--- src/rtl/led_seq_pkg.sv ---
// rtl/led_seq_pkg.sv - shared mode encoding and LED pattern decode helpers for led_sequencer
package led_seq_pkg;

    typedef enum logic [1:0] {
        MODE_UP     = 2'd0,
        MODE_DOWN   = 2'd1,
        MODE_BOUNCE = 2'd2,
        MODE_FILL   = 2'd3
    } mode_e;

    // Per-bit decoders so the caller can size the LED bus by its own parameter
    function automatic logic onehot_bit(input int pos, input int idx);
        return (idx == pos);
    endfunction

    function automatic logic fill_bit(input int pos, input int idx);
        return (idx <= pos);
    endfunction

endpackage

--- src/rtl/led_step_timer.sv ---
// rtl/led_step_timer.sv - holdable prescaler producing one tick every STEP_CYCLES unheld cycles
module led_step_timer #(
    parameter int STEP_CYCLES = 5000000,
    parameter int CNT_W       = 32
) (
    input  logic CLK,
    input  logic RST_N,
    input  logic HOLD,
    output logic tick
);

    localparam logic [CNT_W-1:0] LAST = CNT_W'(STEP_CYCLES - 1);

    logic [CNT_W-1:0] timer_q;
    logic [CNT_W-1:0] timer_d;

    assign tick = !HOLD && (timer_q == LAST);

    always_comb begin
        timer_d = timer_q;
        if (!HOLD) begin
            timer_d = tick ? '0 : timer_q + 1'b1;
        end
    end

    always_ff @(posedge CLK or negedge RST_N) begin
        if (!RST_N) begin
            timer_q <= '0;
        end else begin
            timer_q <= timer_d;
        end
    end

endmodule

--- src/rtl/led_sequencer.sv ---
// rtl/led_sequencer.sv - N-LED pattern sequencer (up/down/bounce/fill) with hold and step/wrap strobes
// Optional fading trail on the previous LED when LED_SEQ_TRAIL_EN is defined.
module led_sequencer
    import led_seq_pkg::*;
#(
    parameter int N_LED       = 8,
    parameter int STEP_CYCLES = 5000000,
    parameter int CNT_W       = 32
) (
    input  logic             CLK,
    input  logic             RST_N,
    input  logic             HOLD,
    input  logic [1:0]       MODE,
    output logic [N_LED-1:0] led,
    output logic             step_pulse,
    output logic             wrap_pulse
);

    localparam int              PW         = $clog2(N_LED);
    localparam logic [PW-1:0]   POS_LAST   = PW'(N_LED - 1);
    localparam logic [PW-1:0]   POS_PENULT = PW'(N_LED - 2);
    localparam logic [N_LED-1:0] LED_RST   = N_LED'(1);

    logic             tick;
    logic             mode_chg;
    logic [PW-1:0]    pos_q,  pos_d;
    logic             dir_q,  dir_d;
    mode_e            mode_q, mode_d;
    logic [N_LED-1:0] pat_q,  pat_d;
    logic             step_q;
    logic             wrap_q, wrap_d;

    led_step_timer #(
        .STEP_CYCLES (STEP_CYCLES),
        .CNT_W       (CNT_W)
    ) u_timer (
        .CLK   (CLK),
        .RST_N (RST_N),
        .HOLD  (HOLD),
        .tick  (tick)
    );

    assign mode_chg = (mode_e'(MODE) != mode_q);

    always_comb begin
        pos_d  = pos_q;
        dir_d  = dir_q;
        mode_d = mode_q;
        wrap_d = 1'b0;
        if (tick) begin
            if (mode_chg) begin
                // A new mode always restarts from LED 0 without signalling a wrap
                mode_d = mode_e'(MODE);
                pos_d  = '0;
                dir_d  = 1'b0;
            end else begin
                case (mode_q)
                    MODE_DOWN: pos_d = (pos_q == '0) ? POS_LAST : pos_q - 1'b1;
                    MODE_BOUNCE: begin
                        if (!dir_q) begin
                            if (pos_q == POS_LAST) begin
                                dir_d = 1'b1;
                                pos_d = POS_PENULT;
                            end else begin
                                pos_d = pos_q + 1'b1;
                            end
                        end else begin
                            if (pos_q == '0) begin
                                dir_d = 1'b0;
                                pos_d = PW'(1);
                            end else begin
                                pos_d = pos_q - 1'b1;
                            end
                        end
                    end
                    default:   pos_d = (pos_q == POS_LAST) ? '0 : pos_q + 1'b1;
                endcase
                wrap_d = (mode_q == MODE_DOWN) ? (pos_d == POS_LAST) : (pos_d == '0);
            end
        end
    end

    always_comb begin
        pat_d = '0;
        for (int i = 0; i < N_LED; i++) begin
            pat_d[i] = (mode_d == MODE_FILL) ? fill_bit(int'(pos_d), i)
                                             : onehot_bit(int'(pos_d), i);
        end
    end

    always_ff @(posedge CLK or negedge RST_N) begin
        if (!RST_N) begin
            pos_q  <= '0;
            dir_q  <= 1'b0;
            mode_q <= MODE_UP;
            pat_q  <= LED_RST;
            step_q <= 1'b0;
            wrap_q <= 1'b0;
        end else begin
            pos_q  <= pos_d;
            dir_q  <= dir_d;
            mode_q <= mode_d;
            pat_q  <= pat_d;
            step_q <= tick;
            wrap_q <= wrap_d;
        end
    end

    assign step_pulse = step_q;
    assign wrap_pulse = wrap_q;

`ifdef LED_SEQ_TRAIL_EN
    logic [1:0]       pwm_q,   pwm_d;
    logic [PW-1:0]    prev_q,  prev_d;
    logic             trail_q, trail_d;
    logic [N_LED-1:0] led_q,   led_d;

    assign pwm_d = pwm_q + 1'b1;

    always_comb begin
        prev_d  = prev_q;
        trail_d = trail_q;
        if (tick) begin
            trail_d = !mode_chg;
            prev_d  = pos_q;
        end
    end

    // Trail dims the previous head to 25% duty; fill mode already lights it solidly
    always_comb begin
        led_d = pat_d;
        for (int i = 0; i < N_LED; i++) begin
            if (trail_d && (mode_d != MODE_FILL) && (pwm_d == 2'd0) && onehot_bit(int'(prev_d), i)) begin
                led_d[i] = 1'b1;
            end
        end
    end

    always_ff @(posedge CLK or negedge RST_N) begin
        if (!RST_N) begin
            pwm_q   <= 2'd0;
            prev_q  <= '0;
            trail_q <= 1'b0;
            led_q   <= LED_RST;
        end else begin
            pwm_q   <= pwm_d;
            prev_q  <= prev_d;
            trail_q <= trail_d;
            led_q   <= led_d;
        end
    end

    assign led = led_q;
`else
    assign led = pat_q;
`endif

endmodule

--- config.mk ---
export PLATFORM = sky130hd
export DESIGN_NAME = led_sequencer
export DESIGN_NICKNAME = d
export VERILOG_FILES = /design/src/rtl/led_seq_pkg.sv /design/src/rtl/led_step_timer.sv /design/src/rtl/led_sequencer.sv
export SDC_FILE = /design/constraint.sdc
export NUM_CORES = 1
export LEC_CHECK = 0
export BUFFER_PORTS_ARGS = -buffer_cell sky130_fd_sc_hd__buf_2
export CORE_MARGIN = 1
export CORE_UTILIZATION = 60
export DETAILED_ROUTE_END_ITERATION = 7
export GPL_ROUTABILITY_DRIVEN = 0
export GPL_TIMING_DRIVEN = 0
export PLACE_DENSITY = 0.8
export SYNTH_ARGS = -nofsm -noshare
export SYNTH_HDL_FRONTEND = slang
export SYNTH_SLANG_ARGS = --single-unit
export TNS_END_PERCENT = 5
--- constraint.sdc ---
create_clock -name CLK -period 3.18 [get_ports CLK]
set_input_delay 0 -clock CLK [delete_from_list [all_inputs] [get_ports CLK]]
set_output_delay 0 -clock CLK [all_outputs]
set_load 0.01 [all_outputs]
# Word-level counts from Yosys, hierarchy flattened
# Cells that the tools add are included.
# totals
regBits	48
latchBits	0
ramBits	0
mem_bits_ro	0
in_bits	5
output_inout_bits	10
wordCells	67
memories	0
# op_classes
add_sub_neg	3
multipliers	0
n_div	0
magnitude_cmp	7
n_eq_ne	14
shifts	0
muxes	29
bitwise_logic	0
n_reduce_logical	7
# ops
cell	count
adder 32 x 1 -> 32 bit (second input constant)	1
== test 32 x 23 -> 1 bit (second input constant)	1
two-way mux 32 bit	1
two-way mux 3 bit	9
two-way mux 1 bit	16
== test 3 bit (first input constant)	4
less-or-equal comparator 3 bit (first input constant)	4
logical NOT 3 bit	3
== test 2 x 3 -> 1 bit (first input constant)	2
== test 3 bit (second input constant)	2
less-or-equal comparator 2 x 3 -> 1 bit (first input constant)	2
one-hot mux 3 bit (2 select lines)	1
== test 2 bit (second input constant)	2
two-way mux 2 bit	2
adder 3 x 1 -> 3 bit (second input constant)	1
== test 1 x 3 -> 1 bit (first input constant)	1
less-or-equal comparator 1 x 3 -> 1 bit (first input constant)	1
subtractor 3 x 1 -> 3 bit (second input constant)	1
== test 2 x 1 -> 1 bit (second input constant)	1
!= test 2 bit	1
AND reduction 2 bit	1
nonzero test 2 bit	1
logical AND 1 bit	1
logical NOT 1 bit	1

# Logic depth before layout (Yosys ltp)
# logic_depth
word_depth	10
mapped_depth	11
ltp_nobuf	11

# By module
# From an unflattened synthesis, not the netlist that was laid out.
# unflattened
cells_unflattened	259
area_unflattened_um2	2565.0
# modules_own_cells
mod	n_inst	cells_per_inst	area_each_um2
led_step_timer	1	162	1635.3
led_sequencer	1	97	929.6

# Least setup slack after synthesis
# No wires, ideal clock.
# synth_path
kind	register to register
from	register pos_q[0]
to	register pat_q[5] (netlist: led[5])
setup_time_ns	0.120
arrival_time_ns	2.207
t_required_ns	3.060
slack_ns	0.853
path_stages_with_launch	9
synth_period_minus_slack_ns	2.327
path_cell_list	dfrtp_1 inv_1 ha_1 mux2_2 a211o_2 a211oi_2 o41ai_4 or2b_1 and3_1
# synth_via
elab_chain_len	10
word_cells_on_any_way	17
# synth_lines
item	line_no	rtl
start, declared	led_sequencer.sv:26	logic [PW-1:0] pos_q, pos_d;
start signal, assigned	led_sequencer.sv:100	pos_q <= pos_d;
adder 3 x 1 -> 3 bit (tied with other cells)	led_sequencer.sv:65, led_sequencer.sv:76	
two-way mux 3 bit, on equally long branches	led_sequencer.sv:61, led_sequencer.sv:68	
two-way mux 3 bit	led_sequencer.sv:60	if (!dir_q) begin
one-hot mux 3 bit (2 select lines) (*)	led_sequencer.sv:57	case (mode_q)
two-way mux 3 bit (*)	led_sequencer.sv:51	if (mode_chg) begin
two-way mux 3 bit (*)	led_sequencer.sv:50	if (tick) begin
two-way mux 3 bit (*)	led_sequencer.sv:51	
two-way mux 3 bit (*)	led_sequencer.sv:50	
named net pos_d[1]	led_sequencer.sv:26	
less-or-equal comparator 3 bit / == test 3 bit (equally long branches)	led_seq_pkg.sv:17, led_seq_pkg.sv:13	
two-way mux 1 bit (*)	led_sequencer.sv:86	pat_d[i] = (mode_d == MODE_FILL) ? fill_bit(int'(pos_d), i)
named net pat_d[5]	led_sequencer.sv:29	logic [N_LED-1:0] pat_q, pat_d;
end signal, assigned	led_sequencer.sv:103	pat_q <= pat_d;
end, declared	led_sequencer.sv:29	
# The timed path passes the listed nets; every way through them passes the cells marked *. The select of a mux whose other input is x is not followed.
# A chain may end at the register's enable or synchronous reset.

# Worst setup path after layout
# layout_path
from	register pos_q[0]
to	register pat_q[2] (netlist: led[2])
# layout_via
elab_chain_len	10
word_cells_on_any_way	17
# layout_lines
item	line_no
adder 3 x 1 -> 3 bit (tied with other cells)	led_sequencer.sv:65, led_sequencer.sv:76
two-way mux 3 bit, on equally long branches	led_sequencer.sv:61, led_sequencer.sv:68
two-way mux 3 bit	led_sequencer.sv:60
one-hot mux 3 bit (2 select lines) (*)	led_sequencer.sv:57
two-way mux 3 bit (*)	led_sequencer.sv:51
two-way mux 3 bit (*)	led_sequencer.sv:50
two-way mux 3 bit (*)	led_sequencer.sv:51
two-way mux 3 bit (*)	led_sequencer.sv:50
named net pos_d[1]	led_sequencer.sv:26
less-or-equal comparator 2 x 3 -> 1 bit / == test 3 bit (equally long branches)	led_seq_pkg.sv:17, led_seq_pkg.sv:13
two-way mux 1 bit (*)	led_sequencer.sv:86
named net pat_d[2]	led_sequencer.sv:29
# Marks and branches as above.

==> impl_metrics.json <==
{
  "pin_count_of_the_biggest_net_entering_global_routing": 49,
  "synthCells": 237,
  "via_count": 1748,
  "worstRegToRegCells": 8,
  "post_synth_num_cell_types": 44,
  "met3RoutedLength_um": 130,
  "total_number_of_clock_tree_sinks": 48,
  "synth_enable_flop_cells": 0,
  "fin_worst_skew_ns": 0.00359,
  "synth_commonest_cells": "sky130_fd_sc_hd__dfrtp_1 (47), sky130_fd_sc_hd__xnor2_1 (24), sky130_fd_sc_hd__nand2_1 (20), sky130_fd_sc_hd__nor2_1 (18), sky130_fd_sc_hd__nand3_1 (14)",
  "holdCritPathClass": "primary input to asynchronous set/reset pin",
  "firstDrtPassIters": 4,
  "synth.top_cells.by_area": "sky130_fd_sc_hd__dfrtp_1 (48%), sky130_fd_sc_hd__xnor2_1 (8.5%), sky130_fd_sc_hd__ha_1 (4.6%), sky130_fd_sc_hd__nand2_1 (3.0%), sky130_fd_sc_hd__nand3_1 (2.8%)",
  "starting_density_pct": 65.1,
  "ys_warn_count": 0,
  "number_of_global_route_vias_before_repair": 1748,
  "wl_met2_mm": 1.96,
  "die_h_um": 66.2,
  "fraction_of_layout_cells_with_a_size_suffix_above_1_pct": 14.1,
  "yosys_most_used_dff": "sky130_fd_sc_hd__dfrtp_1",
  "clockBufferDepth": 2,
  "diodes": 0,
  "clock-root-buffer": "sky130_fd_sc_hd__clkbuf_8",
  "chipWidth_um": 66.2,
  "finalSetupTns_ns": 0,
  "clock_slew_at_reported_path_ffs_ns": 0.08,
  "worst_setup_path_start_kind": "flop",
  "timing_worst_setup_path_type": "flop to flop",
  "period_minus_slack_ns": 2.52,
  "max_freq_mhz": 396,
  "final_slew_violations": 0,
  "crit_chain": "inv_1 -> ha_1 -> mux2_2 -> a211o_2 -> a211oi_2 -> o41ai_4 -> or2b_1 -> and2_1",
  "cp-end-kind": "flop",
  "finalWirelength_mm": 4.27,
  "met1Wirelength_mm": 2.14,
  "placement.io_buffers": 14,
  "synth_nets": 251,
  "final_nets": 276,
  "synth_largest_type_area_fraction_pct": 47.6,
  "r2r_setup_slack_ns": 0.66,
  "die_area_um2": 4380,
  "post-synth-top-area-cell": "sky130_fd_sc_hd__dfrtp_1",
  "max_cap_viol_count": 0,
  "max_slew_headroom_at_the_worst_pin_pct": 31.7,
  "hold_viol": 0,
  "post_synth_instance_area_um2": 2470,
  "finalSetupViolations": 0,
  "path_max_fanout": 7,
  "status": "complete, no violations",
  "timing.critical_path.slowest_stage_cell": "sky130_fd_sc_hd__dfrtp_1",
  "critical_path_arrival_ns": 2.71,
  "core_um2": 3800,
  "slew_at_the_pin_closest_to_its_max_slew_limit_ns": 1.02,
  "powerDensity_nw_per_um2": 414,
  "grt_overflow_total": 0,
  "global_route_wire_length_before_repair_mm": 7.56,
  "critPathMaxStageDelay_ns": 0.45,
  "cp.required_ns": 3.37,
  "synthMostInstantiatedCell": "sky130_fd_sc_hd__dfrtp_1",
  "clock_latency_ns": 0.29,
  "cts-buffers-inserted": 5,
  "route.antenna.remaining_nets": 0,
  "total_leakage_power_uw": 0.00128,
  "setup_repair_after_global_routing_missed_its_margin": "no",
  "vdd_ir_drop_max_uv": 245,
  "pre_cts_ws_ns": 0.700,
  "route.detailed.drc": 0,
  "number_of_antenna_violations_at_the_first_check_in_global_routing": 0,
  "area.growth.synth_to_final_pct": 10.7,
  "post_cts_resize_count": 0,
  "synthArstFlopShare_pct": 100,
  "detailedRoute.firstIterationViolations": 112,
  "route.detailed.vias_per_inst": 5.62,
  "io-pin-count": 15,
  "dp_hpwl_mm": 3.03,
  "htreeDepth": 2,
  "tritoncts_clock_tree": "done",
  "final_min_period_over_clock_period_pct": 79.3,
  "std_cell_rows": 22,
  "postSynthAreaPerCell_um2": 10.4,
  "fin_ws_ns": 0.657,
  "overall_track_demand_over_capacity_in_global_routing_pct": 23.0,
  "dr.max_layer_used": "met4",
  "routed_wire_length_per_instance_um": 13.7,
  "ys_seq_area_share_pct": 48.6,
  "ys_ff_latch": 48
}
## routing by layer
layer  global-route usage (%)  vias to the layer above
li1                         -                      874
met1                     32.2                      841
met2                     35.7                       28
met3                     4.31                        5
met4                     7.71                        0
met5                        0                        -
## sequential cells by signal (all words and copies together), names as in the netlist
name,cells
u_timer.timer_q,32
led,8
pos_q,3
mode_q,2
dir_q,1
step_pulse,1
wrap_pulse,1
## cell type report
cell class                 count  area, um2
clock inverter                 1       7.51
clock buffer                   7       86.3
multi-input combinational    176       1220
fill                         283       1060
timing repair buffer          18        110
sequential                    48       1200
buffer                         1       3.75
inverter                      12       45.0
tap                           48       60.1
## power breakdown
group	switching (uW)	total, uW	leakage, uW	internal (uW)
Clock	194	371	0.0000445	177
Combinational	43.5	82.3	0.000596	38.7
Sequential	39.2	680	0.000637	641
Total	277	1130	0.00128	857
## critical path, delay by kind of cell (launching register included)
| kind | cells | cell delay, ns |
|---|---|---|
| compound gates | 3 | 0.89 |
| fa+ha+maj | 1 | 0.19 |
| buf+inv | 1 | 0.08 |
| flops | 1 | 0.45 |
| mux | 1 | 0.36 |
| simple gates | 2 | 0.45 |
## worst paths after layout
check | from | to
worst max-delay path | pos_q[0]$_DFF_PN0_ | led[2]$_DFF_PN0_
worst min-delay path | RST_N | led[5]$_DFF_PN0_
worst max register to register | pos_q[0]$_DFF_PN0_ | led[2]$_DFF_PN0_
worst min register to register | u_timer.timer_q[31]$_DFFE_PN0N_ | u_timer.timer_q[31]$_DFFE_PN0N_
max in group asynchronous | RST_N | u_timer.timer_q[5]$_DFFE_PN0N_
min in group CLK | u_timer.timer_q[31]$_DFFE_PN0N_ | u_timer.timer_q[31]$_DFFE_PN0N_
## per-stage QoR
step | util, % | total power, uW | instance area (um2) | instances | hold slack (ns)
floorplan | - | 736 | 2470 | 237 | -0.296
global placement | 68.5 | 764 | 2600 | 299 | 0.238
detailed placement | 68.5 | 771 | 2600 | 299 | 0.241
CTS | 72.0 | 1150 | 2740 | 311 | 0.466
global route | 72.0 | 1190 | 2740 | 311 | 0.494
finish | 72.0 | 1130 | 2740 | 311 | 0.419
## what timing repair did
action,4_1_cts,5_1_grt
hold endpoints to repair,50,0
hold buffers,4,0
buffers inserted,0,0
## placed cells by master, fill, tap and decap left out, drive strengths merged, types with 2 or more instances in the layout
cell and n:
mux2i 2, inv 12, o31ai 2, buf 15
nor2b 5, nand2 20, xnor2 24, mux2 2
dfrtp 47, nor3b 2, a21oi 8, nor2 18
and3 7, nor4b 3, o21ai 8, nand4b 2
nand4 11, ha 9, nand2b 4, or2b 2
nor3 8, clkbuf 7, and2 2, nand3 14
xor2 7, dlygate4sd3 4, nor4 3
## kinds of logic after synthesis
family          synth area share (%)
simple gates                    24.6
flops                           48.6
xor+xnor                        11.0
compound gates                  7.54
buf+inv                         1.97
fa+ha+maj                       4.55
mux                             1.72
Power figures use the tool's default switching activity.
